File: src/rtl/flop_state_readback_if.sv
// Serial readback link: one data bit per valid/ready handshake.
interface flop_state_readback_if;
  logic ser_valid;
  logic ser_data;
  logic ser_ready;

  modport master (
    output ser_valid,
    output ser_data,
    input  ser_ready
  );

  modport slave (
    input  ser_valid,
    input  ser_data,
    output ser_ready
  );
endinterface

File: src/rtl/flop_state_readback.sv
// Snapshots a register vector on request and streams it LSB first over a
// valid/ready link, optionally followed by an even-parity bit.
module flop_state_readback #(
  parameter int WIDTH     = 5,
  parameter int PARITY_EN = 1
) (
  input  logic                  clk,
  input  logic                  clr,
  input  logic                  snap_req,
  input  logic [WIDTH-1:0]      state_in,
  flop_state_readback_if.master ser,
  output logic                  busy,
  output logic                  done,
  output logic                  overrun
);

  localparam int CNT_W = $clog2(WIDTH + 1);

  typedef enum logic [1:0] {
    IDLE  = 2'd0,
    SHIFT = 2'd1,
    PAR   = 2'd2,
    DONE  = 2'd3
  } state_e;

  state_e           state_q, state_d;
  state_e           after_data;
  logic [WIDTH-1:0] shadow_q, shadow_d;
  logic [CNT_W-1:0] cnt_q, cnt_d;
  logic             par_q, par_d;
  logic             overrun_q, overrun_d;
  logic             valid;
  logic             hs;
  logic             last_bit;

  generate
    if (PARITY_EN != 0) begin : g_par
      assign after_data = PAR;
    end else begin : g_nopar
      assign after_data = DONE;
    end
  endgenerate

  // Counter is wide enough to hold WIDTH, so WIDTH-1 never wraps (WIDTH=1 included).
  assign last_bit = (cnt_q == CNT_W'(WIDTH - 1));

  // All link outputs come from registered state only; state_in never reaches them.
  assign valid         = (state_q == SHIFT) || (state_q == PAR);
  assign hs            = valid & ser.ser_ready;
  assign ser.ser_valid = valid;
  assign ser.ser_data  = (state_q == SHIFT) ? shadow_q[0] :
                         (state_q == PAR)   ? par_q       : 1'b0;
  assign busy          = (state_q != IDLE);
  assign done          = (state_q == DONE);
  assign overrun       = overrun_q;

  always_ff @(posedge clk or posedge clr) begin
    if (clr) begin
      state_q   <= IDLE;
      shadow_q  <= '0;
      cnt_q     <= '0;
      par_q     <= 1'b0;
      overrun_q <= 1'b0;
    end else begin
      state_q   <= state_d;
      shadow_q  <= shadow_d;
      cnt_q     <= cnt_d;
      par_q     <= par_d;
      overrun_q <= overrun_d;
    end
  end

  always_comb begin
    state_d   = state_q;
    shadow_d  = shadow_q;
    cnt_d     = cnt_q;
    par_d     = par_q;
    overrun_d = overrun_q;

    case (state_q)
      IDLE: begin
        if (snap_req) begin
          shadow_d  = state_in;
          cnt_d     = '0;
          par_d     = 1'b0;
          overrun_d = 1'b0;
          state_d   = SHIFT;
        end
      end
      SHIFT: begin
        if (snap_req) overrun_d = 1'b1;
        if (hs) begin
          shadow_d = shadow_q >> 1;
          par_d    = par_q ^ shadow_q[0];
          cnt_d    = cnt_q + CNT_W'(1);
          if (last_bit) state_d = after_data;
        end
      end
      PAR: begin
        if (snap_req) overrun_d = 1'b1;
        if (hs) state_d = DONE;
      end
      DONE: begin
        if (snap_req) overrun_d = 1'b1;
        state_d = IDLE;
      end
      default: state_d = IDLE;
    endcase
  end

endmodule

File: src/flat_wrapper.sv
// flat-port wrapper written by rule: the top's interface ports become plain ports
module flop_state_readback_flat 
#(
  parameter int WIDTH     = 5,
  parameter int PARITY_EN = 1
)
  (clk, clr, snap_req, state_in, busy, done, overrun, ser_ser_valid, ser_ser_data, ser_ser_ready);
  flop_state_readback_if ser_i ();
  input  logic clk;
  input  logic clr;
  input  logic snap_req;
  input  logic [WIDTH-1:0] state_in;
  output logic busy;
  output logic done;
  output logic overrun;
  output wire logic [$bits(ser_i.ser_valid)-1:0] ser_ser_valid;
  output wire logic [$bits(ser_i.ser_data)-1:0] ser_ser_data;
  input wire logic [$bits(ser_i.ser_ready)-1:0] ser_ser_ready;
  assign ser_ser_valid = ser_i.ser_valid;
  assign ser_ser_data = ser_i.ser_data;
  assign ser_i.ser_ready = ser_ser_ready;
  flop_state_readback #(.WIDTH(WIDTH), .PARITY_EN(PARITY_EN)) u_core (.clk(clk), .clr(clr), .snap_req(snap_req), .state_in(state_in), .ser(ser_i), .busy(busy), .done(done), .overrun(overrun));
endmodule
File: config.mk
export PLATFORM = sky130hd
export DESIGN_NAME = flop_state_readback_flat
export DESIGN_NICKNAME = d
export VERILOG_FILES = /design/src/rtl/flop_state_readback_if.sv /design/src/rtl/flop_state_readback.sv /design/src/flat_wrapper.sv
export SDC_FILE = /design/constraint.sdc
export NUM_CORES = 1
export LEC_CHECK = 0
export ABC_AREA = 1
export BUFFER_PORTS_ARGS = -buffer_cell sky130_fd_sc_hd__buf_4
export CORE_MARGIN = 2
export CORE_UTILIZATION = 50
export CTS_BUF_LIST = sky130_fd_sc_hd__clkbuf_16
export DETAILED_ROUTE_END_ITERATION = 12
export PLACE_DENSITY = 0.82
export SLEW_MARGIN = 15
export SYNTH_ARGS = -nofsm -noshare
export SYNTH_HDL_FRONTEND = slang
export SYNTH_SLANG_ARGS = --single-unit
File: constraint.sdc
create_clock -name clk -period 2.6 [get_ports clk]
set_clock_uncertainty 0.05 [all_clocks]
set_input_delay 0.52 -clock clk [delete_from_list [all_inputs] [get_ports clk]]
set_output_delay 0.52 -clock clk [all_outputs]
set_load 0.03 [all_outputs]
== Word-level counts from Yosys, hierarchy flattened ==
Index checks and enable logic that the tools add are counted.
Word-level totals
  bits in registers: 12
  input port bits: 9
  output and inout bits: 5
  word-level logic and storage cells: 43
Cells by class
  add/sub/neg operators: 1
  eq/ne operators: 9
  mux-type cells: 18
  bitwise gates (word level): 2
  reduce and logical (&&, ||, !) cells: 8
Operators with widths (number)
  5-bit 2-to-1 mux: 2
  5-bit case mux with 2 select lines: 1
  2-bit 2-to-1 mux: 4
  2-bit by 1-bit inequality test with 1-bit output (second input constant): 4
  2-bit case mux with 4 select lines: 1
  3-bit 2-to-1 mux: 2
  3-bit case mux with 2 select lines: 1
  1-bit 2-to-1 mux: 5
  2-bit equality test (second input constant): 2
  1-bit case mux with 2 select lines: 2
  4-bit AND reduction: 1
  2-bit nonzero test: 2
  3-bit by 1-bit adder with 3-bit output (second input constant): 1
  3-bit equality test (second input constant): 1
  3-bit AND reduction: 1
  3-bit OR reduction: 1
  2-bit by 1-bit equality test with 1-bit output (second input constant): 1
  2-bit logical NOT: 1
  2-bit inequality test (second input constant): 1
  2-bit AND reduction: 1
  1-bit AND: 1
  1-bit logical OR: 1
  1-bit XOR: 1

== Logic depth before layout (Yosys ltp) ==
Gate-level depths: netlist (run 1).
  depth in word-level cells: 5
  mapped depth: 9
  gate-level depth less buffers: 8

== Least setup slack after synthesis (run 1) ==
OpenSTA, ideal clock, no wires.
  path kind: flip-flop to output port
  from: register u_core.state_q[1]
  to: output ser_ser_data
  data arrival time: 1.086 ns
  required time: 2.030 ns
  slack: 0.944 ns
  cell stages (with the launch flop): 7
  path buffers: 1
  path through: dfrtp_1 -> inv_1 -> ha_1 -> buf_6 -> inv_6 -> nand3_1 -> nand2_1
Between the ends
  cells in the longest elaborated chain, start to end: 3
  elaborated cells on any way between the ends: 4
  classes of those cells: eq/ne: 2; mux: 2
Ends and longest elaborated chain
  start, declared: RTL line flop_state_readback.sv:26  | state_e state_q, state_d;
  start signal, assigned: RTL line flop_state_readback.sv:65  | state_q <= state_d;
  2-bit equality test: RTL line flop_state_readback.sv:52  | (state_q == PAR) ? par_q : 1'b0;
  1-bit 2-to-1 mux: RTL line flop_state_readback.sv:52
  1-bit 2-to-1 mux *: RTL line flop_state_readback.sv:51  | assign ser.ser_data = (state_q == SHIFT) ? shadow_q[0] :
  end, declared: RTL line flat_wrapper.sv:17  | output wire logic [$bits(ser_i.ser_data)-1:0] ser_ser_data;
Every way passes the cells marked *; elsewhere a longest branch is shown, timed or not.

== Worst setup path after layout (run 1) ==
Same ends and word-level chain as after synthesis.

==> summary.txt, run 1 <==
final RePlAce weighted congestion - 0.814
Yosys cell types - 16
crit path kind - reg -> out
Reg2Reg Setup Slack - 0.96 ns
global-route wire length before repair - 2.63 mm
area post-placement - 830 µm²
Tmin final - 2.16 ns
clock-pin transition on the worst setup and hold timing paths - 0.04 ns
height of the die - 42.4 µm
# Max-Cap Violations - 0
Vias - 589
Initial DRC Count - 12
vias in the first global route - 594
Clock Tree Buf Depth - 2
TritonCTS Buffers - 3
CTS tree - built
Detail Route Antenna Nets - 0
final worst-path cycle share - 83.1%
final cell count without fillers - 115
H-tree depth - 1
post-synthesis area per instance - 8.66 µm²
R2R depth - 7
worst path required time - 2.03 ns
EDFF count, synth - 0
hold_buf cts - 0
setup repair bufs after CTS - 0
# diodes - 0
grt total ovfl - 0
die area - 0.00179 mm²
Final setup viols - 0
Synth Flop Type - dfrtp_1
Initial Util - 55.2%
fin util - 68.1%
Yosys reg bits - 12
initial antenna violation count - 0
CORE AREA - 0.00133 mm²
Post-synth ARST share - 100%
worst slew pin tran - 0.478 ns
Post-Syn Nets - 101
placed cells - 111
post-synthesis instance total - 85
Resized Gates After CTS - 0
Wirelength per Cell - 13.2 µm
fraction of layout cells with a size suffix above 1 - 28.0%
crit path capture type - output pin
PortBufs - 13
PnR worst setup slack - 0.440 ns
post-synthesis cell area - 736 µm²
Post-DP HPWL - 1.11 mm
worst min path class - in -> async
cell taking the most area after synthesis - dfrtp_1
Total GRT Usage - 20.5%
Worst EP arrival - 1.59 ns
io pins - 14
Crit Path Max Fanout - 10
element type at the critical path start - flop
Setup TNS - 0 ns
Final Hold Vio Count - 0
max-slew violation count - 0
final wirelength - 1.52 mm
fin nets - 117
pre-CTS setup slack - 0.708 ns
Synth warnings - 0
Row Count - 13
Worst R2R End - u_core.shadow_q[4]$_DFFE_PP0P_
final instance area - 908 µm²
Leak - 0.000470 µW
largest net degree at the start of global routing - 16
setup repair after global routing missed its margin - false
fmax - 463 MHz
post-synthesis sequential area ratio - 40.8%
DRC viols - 0
most common cell in the netlist - nand2_1
Area Overhead vs Synth - 23.5%
Critical R2R Launch - u_core.state_q[1]$_DFFE_PP0P_
worst skew pair latency - 0.24 ns
Synth top cells by count - nand2_1 (25), dfrtp_1 (12), inv_1 (9), ha_1 (7), o21ai_0 (7)
Pre-antenna DRT Iters - 4
CTS sink cnt - 12
Cell Pwr Density - 1440 mW/mm²
slew margin rel. - 68.1%
Max VDD drop - 0.995 mV
vias per cell - 5.12
outcome - finished, final reports clean
Root Buffer - clkbuf_16
die span in x - 42.4 µm
Synth area leaders - dfrtp_1 (41%), nand2_1 (13%), ha_1 (12%), o21ai_0 (4.8%), inv_1 (4.6%)
top cell type's share of synthesized area - 40.8%
[cell type report]
type / instances / area (µm²)
Fill cell: 115 / 425
Clock buffer: 3 / 75.1
Tap cell: 15 / 18.8
Sequential cell: 12 / 300
Timing Repair Buffer: 13 / 97.6
Clock inverter: 1 / 3.75
Multi-Input combinational cell: 61 / 370
Inverter: 10 / 42.5
[power breakdown]
group | internal, µW | leakage [µW] | switching [µW]
clock | 203 | 0.0000385 | 83.4
combinational | 255 | 0.000279 | 439
sequential | 271 | 0.000152 | 58.7
total | 729 | 0.000470 | 581
[routing by layer]
metal  wire (µm)  share of wire, %  up-vias  GRT usage [%]
li1            -                 -      295              -
met1         629                41      278           23.4
met2         812                54       12           35.4
met3          50               3.3        4           6.47
met4          24               1.6        0           7.50
met5           0                 0        -              0
[stage by stage]
| step | hold WS, ns | power [µW] |
|---|---|---|
| after global routing | 0.298 | 1410 |
| after floorplan | 0.335 | 891 |
| after CTS | 0.264 | 1320 |
| final | 0.250 | 1310 |
| after global placement | 0.413 | 992 |
| after detailed placement | 0.430 | 1020 |
[sequential cells by signal, indices dropped and copies added (netlist names)]
name / flops
u_core.overrun: 1
u_core.cnt_q: 3
u_core.state_q: 2
u_core.par_q: 1
u_core.shadow_q: 5
[cell families after synthesis]
family	Yosys count	share of synthesized area, %
AO/OA/AOI/OAI	16	12.4
XOR/XNOR	2	2.38
adder cells (fa/ha/maj)	7	11.9
flip-flops	12	40.8
buffers and inverters	12	8.84
AND/OR/NAND/NOR	36	23.6
[cell usage in the layout (no fill, tap or decap)]
cell | synthesis | layout
nor2_1 | 1 | 1
o21ai_1 | 6 | 6
ha_1 | 7 | 7
o21ai_2 | 3 | 3
nand3_1 | 2 | 2
inv_6 | 1 | 1
buf_4 | 0 | 13
o21ai_0 | 7 | 7
clkinv_1 | 0 | 1
nand2_4 | 1 | 1
nand2_2 | 1 | 1
nand3_4 | 1 | 1
clkbuf_16 | 0 | 3
dfrtp_1 | 12 | 12
inv_1 | 9 | 9
nand2_1 | 25 | 25
xnor2_1 | 2 | 2
or2_2 | 5 | 5
[how the worst max path moves through the flow]
stage                                       start           end  cells after the start  slack (ns)
floorplan           u_core.state_q[1]$_DFFE_PP0P_  ser_ser_data                      6        0.94
global placement    u_core.state_q[1]$_DFFE_PP0P_  ser_ser_data                      6        0.78
detailed placement  u_core.state_q[1]$_DFFE_PP0P_  ser_ser_data                      6        0.71
CTS                 u_core.state_q[1]$_DFFE_PP0P_  ser_ser_data                      6        0.43
global route        u_core.state_q[1]$_DFFE_PP0P_  ser_ser_data                      6        0.28
finish              u_core.state_q[1]$_DFFE_PP0P_  ser_ser_data                      6        0.44
[critical path: stages, from the launching register on]
cell and delay (ns):
dfrtp_1 0.41, inv_1 0.12, ha_1 0.44, inv_6 0.08, nand3_1 0.08, nand2_1 0.06, buf_4 0.16
Power figures use the tool's default switching activity.
==> run 2: changes to the inputs <==
--- a/config.mk
+++ b/config.mk
@@ -5,7 +5,7 @@
 export SDC_FILE = /design/constraint.sdc
 export NUM_CORES = 1
 export LEC_CHECK = 0
-export ABC_AREA = 1
+export ABC_AREA = 0
 export BUFFER_PORTS_ARGS = -buffer_cell sky130_fd_sc_hd__buf_4
 export CORE_MARGIN = 2
 export CORE_UTILIZATION = 50
==> constraint.sdc (replaced) <==
create_clock -name clk -period 2.1 [get_ports clk]
set_clock_uncertainty 0.05 [all_clocks]
set_input_delay 0.42 -clock clk [delete_from_list [all_inputs] [get_ports clk]]
set_output_delay 0.42 -clock clk [all_outputs]
set_load 0.03 [all_outputs]
==> run 2 against run 1 <==
  * Synthesized cell count shrank 27%
  * Largest power group unchanged
  * Worst setup slack got worse by 0.31 ns
  * Combinational power increased by 29%
  * Worst hold slack got worse by 0.11 ns
  * Count of clock-buffer cells in the layout is the same
  * Cell count down 17%
==> summary.txt, run 2 <==
Total GRT Usage - 17.2% (-3.3 points)
delay-heaviest family, CP - compound AO/OA/AOI/OAI gates
footprint of the multi-input gates - 432 µm² (+17%)
Pre-antenna DRT Iters - 3 (-1)
element type at the critical path start - flop
height of the die - 42.8 µm (+1.1%)
placed cells - 91 (-18%)
EDFF count, synth - 0 (unchanged)
die span in x - 42.8 µm (+1.1%)
fin nets - 96 (-18%)
max-slew violation count - 0 (unchanged)
CP cell instances - inv_1 > ha_1 > nand2_2 > a2111oi_4 > mux2_1
H-tree depth - 1 (unchanged)
largest register by flop count - u_core.shadow_q
crit path capture type - flop
adder-cell share of the synthesized area - 11.6% (-0.28 points)
Worst Path Buf+Inv - 1 (-2)
Vias - 520 (-12%)
io pins - 14 (unchanged)
switching share of total power - 38.6% (-5.8 points)
top cell type's share of synthesized area - 39.9% (-0.95 points)
Detail Route Antenna Nets - 0 (unchanged)
# Max-Cap Violations - 0 (unchanged)
Post-Syn Nets - 78 (-23%)
fillers - 110 (-4.3%)
Wirelength per Cell - 13.5 µm (+2.0%)
post-synthesis mux area share - 17.8% (+18 points)
sequential cell area - 300 µm² (unchanged)
Row Count - 14 (+1)
worst skew pair latency - 0.24 ns (about the same)
Synth Flop Type - dfrtp_1
largest net degree at the start of global routing - 13 (-3)
largest family of logic cells by synthesized area - multiplexers
setup repair bufs after CTS - 0 (unchanged)
Net Switching - 633 µW (+8.9%)
fmax - 508 MHz
Initial Util - 51.8% (-3.4 points)
Area Overhead vs Synth - 27.7%
vias in the first global route - 521 (-12%)
fraction of layout cells with a size suffix above 1 - 40.5% (+13 points)
DRC viols - 0 (unchanged)
Post-synth ARST share - 100% (unchanged)
final wirelength - 1.28 mm (-16%)
worst path required time - 2.17 ns (+0.14 ns)
Crit Path Max Fanout - 4 (-6)
simple-gate share of the synthesized area - 12.1% (-12 points)
Max VDD drop - 0.974 mV (-2.1%)
area post-placement - 871 µm² (+5.0%)
post-synthesis instance total - 62 (-27%)
Reg2Reg Setup Slack - 0.13 ns (-0.83 ns)
Post-DP HPWL - 1.02 mm (-7.8%)
crit path max-delay cell type - a2111oi_4
Clock power frac - 21.2% (-0.6 points)
Synth area leaders - dfrtp_1 (40%), mux2_2 (13%), ha_1 (12%), a2111oi_4 (3.7%), inv_1 (3.5%)
final RePlAce weighted congestion - 0.829 (+1.8%)
CTS tree - built
total chip power - 1640 µW (+25%)
cell taking the most area after synthesis - dfrtp_1
crit path kind - reg -> reg
Worst R2R End - u_core.state_q[1]$_DFFE_PP0P_
global-route wire length before repair - 2.30 mm (-13%)
crit-path max cell delay - 0.42 ns (-0.02 ns)
met1 WL - 558 µm (-11%)
routed wl met2 - 632 µm (-22%)
Worst EP arrival - 2.04 ns (+0.45 ns)
TritonCTS Buffers - 3 (unchanged)
leading cell type in the layout, fill and taps excluded - buf_4
internal power - 1010 µW (+38%)
post-synthesis sequential area ratio - 39.9% (-0.95 points)
Cell Pwr Density - 1710 mW/mm² (+18%)
post-synthesis area per instance - 12.1 µm² (+40%)
Yosys reg bits - 12 (unchanged)
Final Hold Vio Count - 0 (unchanged)
Synth warnings - 0 (unchanged)
final worst-path cycle share - 93.7%
Synth top cells by count - dfrtp_1 (12), mux2_2 (9), ha_1 (7), inv_1 (7), nor2_1 (3)
initial antenna violation count - 0 (unchanged)
Final setup viols - 0 (unchanged)
Comb pwr share - 54.7% (+1.7 points)
Yosys cell types - 23 (+7)
PortBufs - 13 (unchanged)
Clock Tree Buf Depth - 2 (unchanged)
slew margin rel. - 69.2% (+1.1 points)
vias per cell - 5.47 (+6.9%)
WL met3 - 49 µm (-2.0%)
CORE AREA - 0.00145 mm² (+9.0%)
CTS sink cnt - 12 (unchanged)
final instance area - 962 µm² (+5.9%)
Leak - 0.000448 µW (-4.5%)
Hold Slack - 0.142 ns (-0.108 ns)
Tmin final - 1.97 ns
clock-pin transition on the worst setup and hold timing paths - 0.04 ns (about the same)
Setup TNS - 0 ns (unchanged)
post-synthesis cell area - 753 µm² (+2.4%)
setup repair after global routing missed its margin - false
worst min path class - in -> async
Root Buffer - clkbuf_16
outcome - finished, final reports clean
Max Used Layer - met4
most common cell in the netlist - dfrtp_1
Initial DRC Count - 6 (-6)
worst slew pin tran - 0.461 ns (-0.0167 ns)
max reg flops - 5 (unchanged)
post-synthesis compound-gate area fraction - 14.1% (+1.7 points)
xor/xnor share of the synthesized area - 0% (-2.4 points)
R2R depth - 5 (-2)
Critical R2R Launch - u_core.state_q[0]$_DFFE_PP0P_
grt total ovfl - 0 (unchanged)
most frequent cells in the layout - buf_4 (14), dfrtp_1 (12), mux2_2 (9)
Top Registers - u_core.shadow_q: 5 flops, u_core.cnt_q: 3 flops, u_core.state_q: 2 flops
# diodes - 0 (unchanged)
die area - 0.00183 mm² (+2.1%)
Sequential Power Share - 24.0% (-1.2 points)
final cell count without fillers - 95 (-17%)
==> run 2: cell count changes after synthesis, moves of 3 or more <==
| cell | previous run | this run |
|---|---|---|
| nand2_1 | 25 | 2 |
| mux2_2 | 0 | 9 |
| o21ai_1 | 6 | 0 |
| o21ai_0 | 7 | 2 |
| or2_2 | 5 | 0 |
| o21ai_2 | 3 | 0 |
==> run 2: how the worst max path moves through the flow <==
stage / start / end / slack [ns] / cells after the start
4_1_cts: u_core.state_q[1]$_DFFE_PP0P_ / ser_ser_data / 0.01 / 6
5_1_grt: u_core.state_q[0]$_DFFE_PP0P_ / u_core.state_q[1]$_DFFE_PP0P_ / 0.02 / 5
6_report: u_core.state_q[0]$_DFFE_PP0P_ / u_core.state_q[1]$_DFFE_PP0P_ / 0.13 / 5
2_1_floorplan: u_core.state_q[1]$_DFFE_PP0P_ / ser_ser_data / 0.08 / 4
3_5_place_dp: u_core.state_q[0]$_DFFE_PP0P_ / u_core.state_q[1]$_DFFE_PP0P_ / 0.18 / 5
3_3_place_gp: u_core.state_q[0]$_DFFE_PP0P_ / u_core.state_q[1]$_DFFE_PP0P_ / 0.26 / 5
==> run 2: cell type report <==
| cell class | instances | share of cell area, % |
|---|---|---|
| sequential | 12 | 31.2 |
| timing repair buffer | 14 | 10.9 |
| inverter | 7 | 2.73 |
| clock inverter | 1 | 0.390 |
| multi-input combinational | 42 | 44.9 |
| tap | 16 | 2.08 |
| clock buffer | 3 | 7.80 |
==> run 2: power by group through the flow <==
stage | clock network, µW | registers [µW] | logic [µW]
floorplan | 0 | 393 | 685
global placement | 0 | 386 | 866
detailed placement | 0 | 394 | 893
CTS | 355 | 390 | 896
global route | 367 | 408 | 974
finish | 348 | 394 | 898
==> run 2: what timing repair did <==
action                                  in CTS  in global routing
endpoints found under the setup margin       0                  1
gates resized for setup                      0                  2
hold buffers                                 0                  0
==> run 2: worst register-to-register path, cell delays in order, from the launching register on <==
cell       delay [ns]
dfrtp_1          0.41
inv_1            0.11
ha_1             0.36
nand2_2          0.13
a2111oi_4        0.42
mux2_1           0.36
==> run 2: layer usage <==
metal | track usage [%] | vias to the layer above
met2 | 25.5 | 12
met1 | 23.0 | 247
met3 | 2.55 | 6
met5 | 0 | -
li1 | - | 255
met4 | 11.3 | 0
==> run 2: cells by family (layout without fill, tap and decap cells) <==
family | Yosys count | count (layout)
flip-flops | 12 | 12
AO/OA/AOI/OAI | 9 | 9
AND/OR/NAND/NOR | 14 | 14
multiplexers | 12 | 12
buffers and inverters | 8 | 25
adder cells (fa/ha/maj) | 7 | 7
==> run 2: through the flow <==
| stage | worst slack, ns | utilization (%) |
|---|---|---|
| after floorplan | 0.0795 | - |
| after global placement | 0.265 | 59.9 |
| after detailed placement | 0.180 | 59.9 |
| after CTS | 0.0107 | 65.3 |
| after global routing | 0.0231 | 66.2 |
| final | 0.131 | 66.2 |
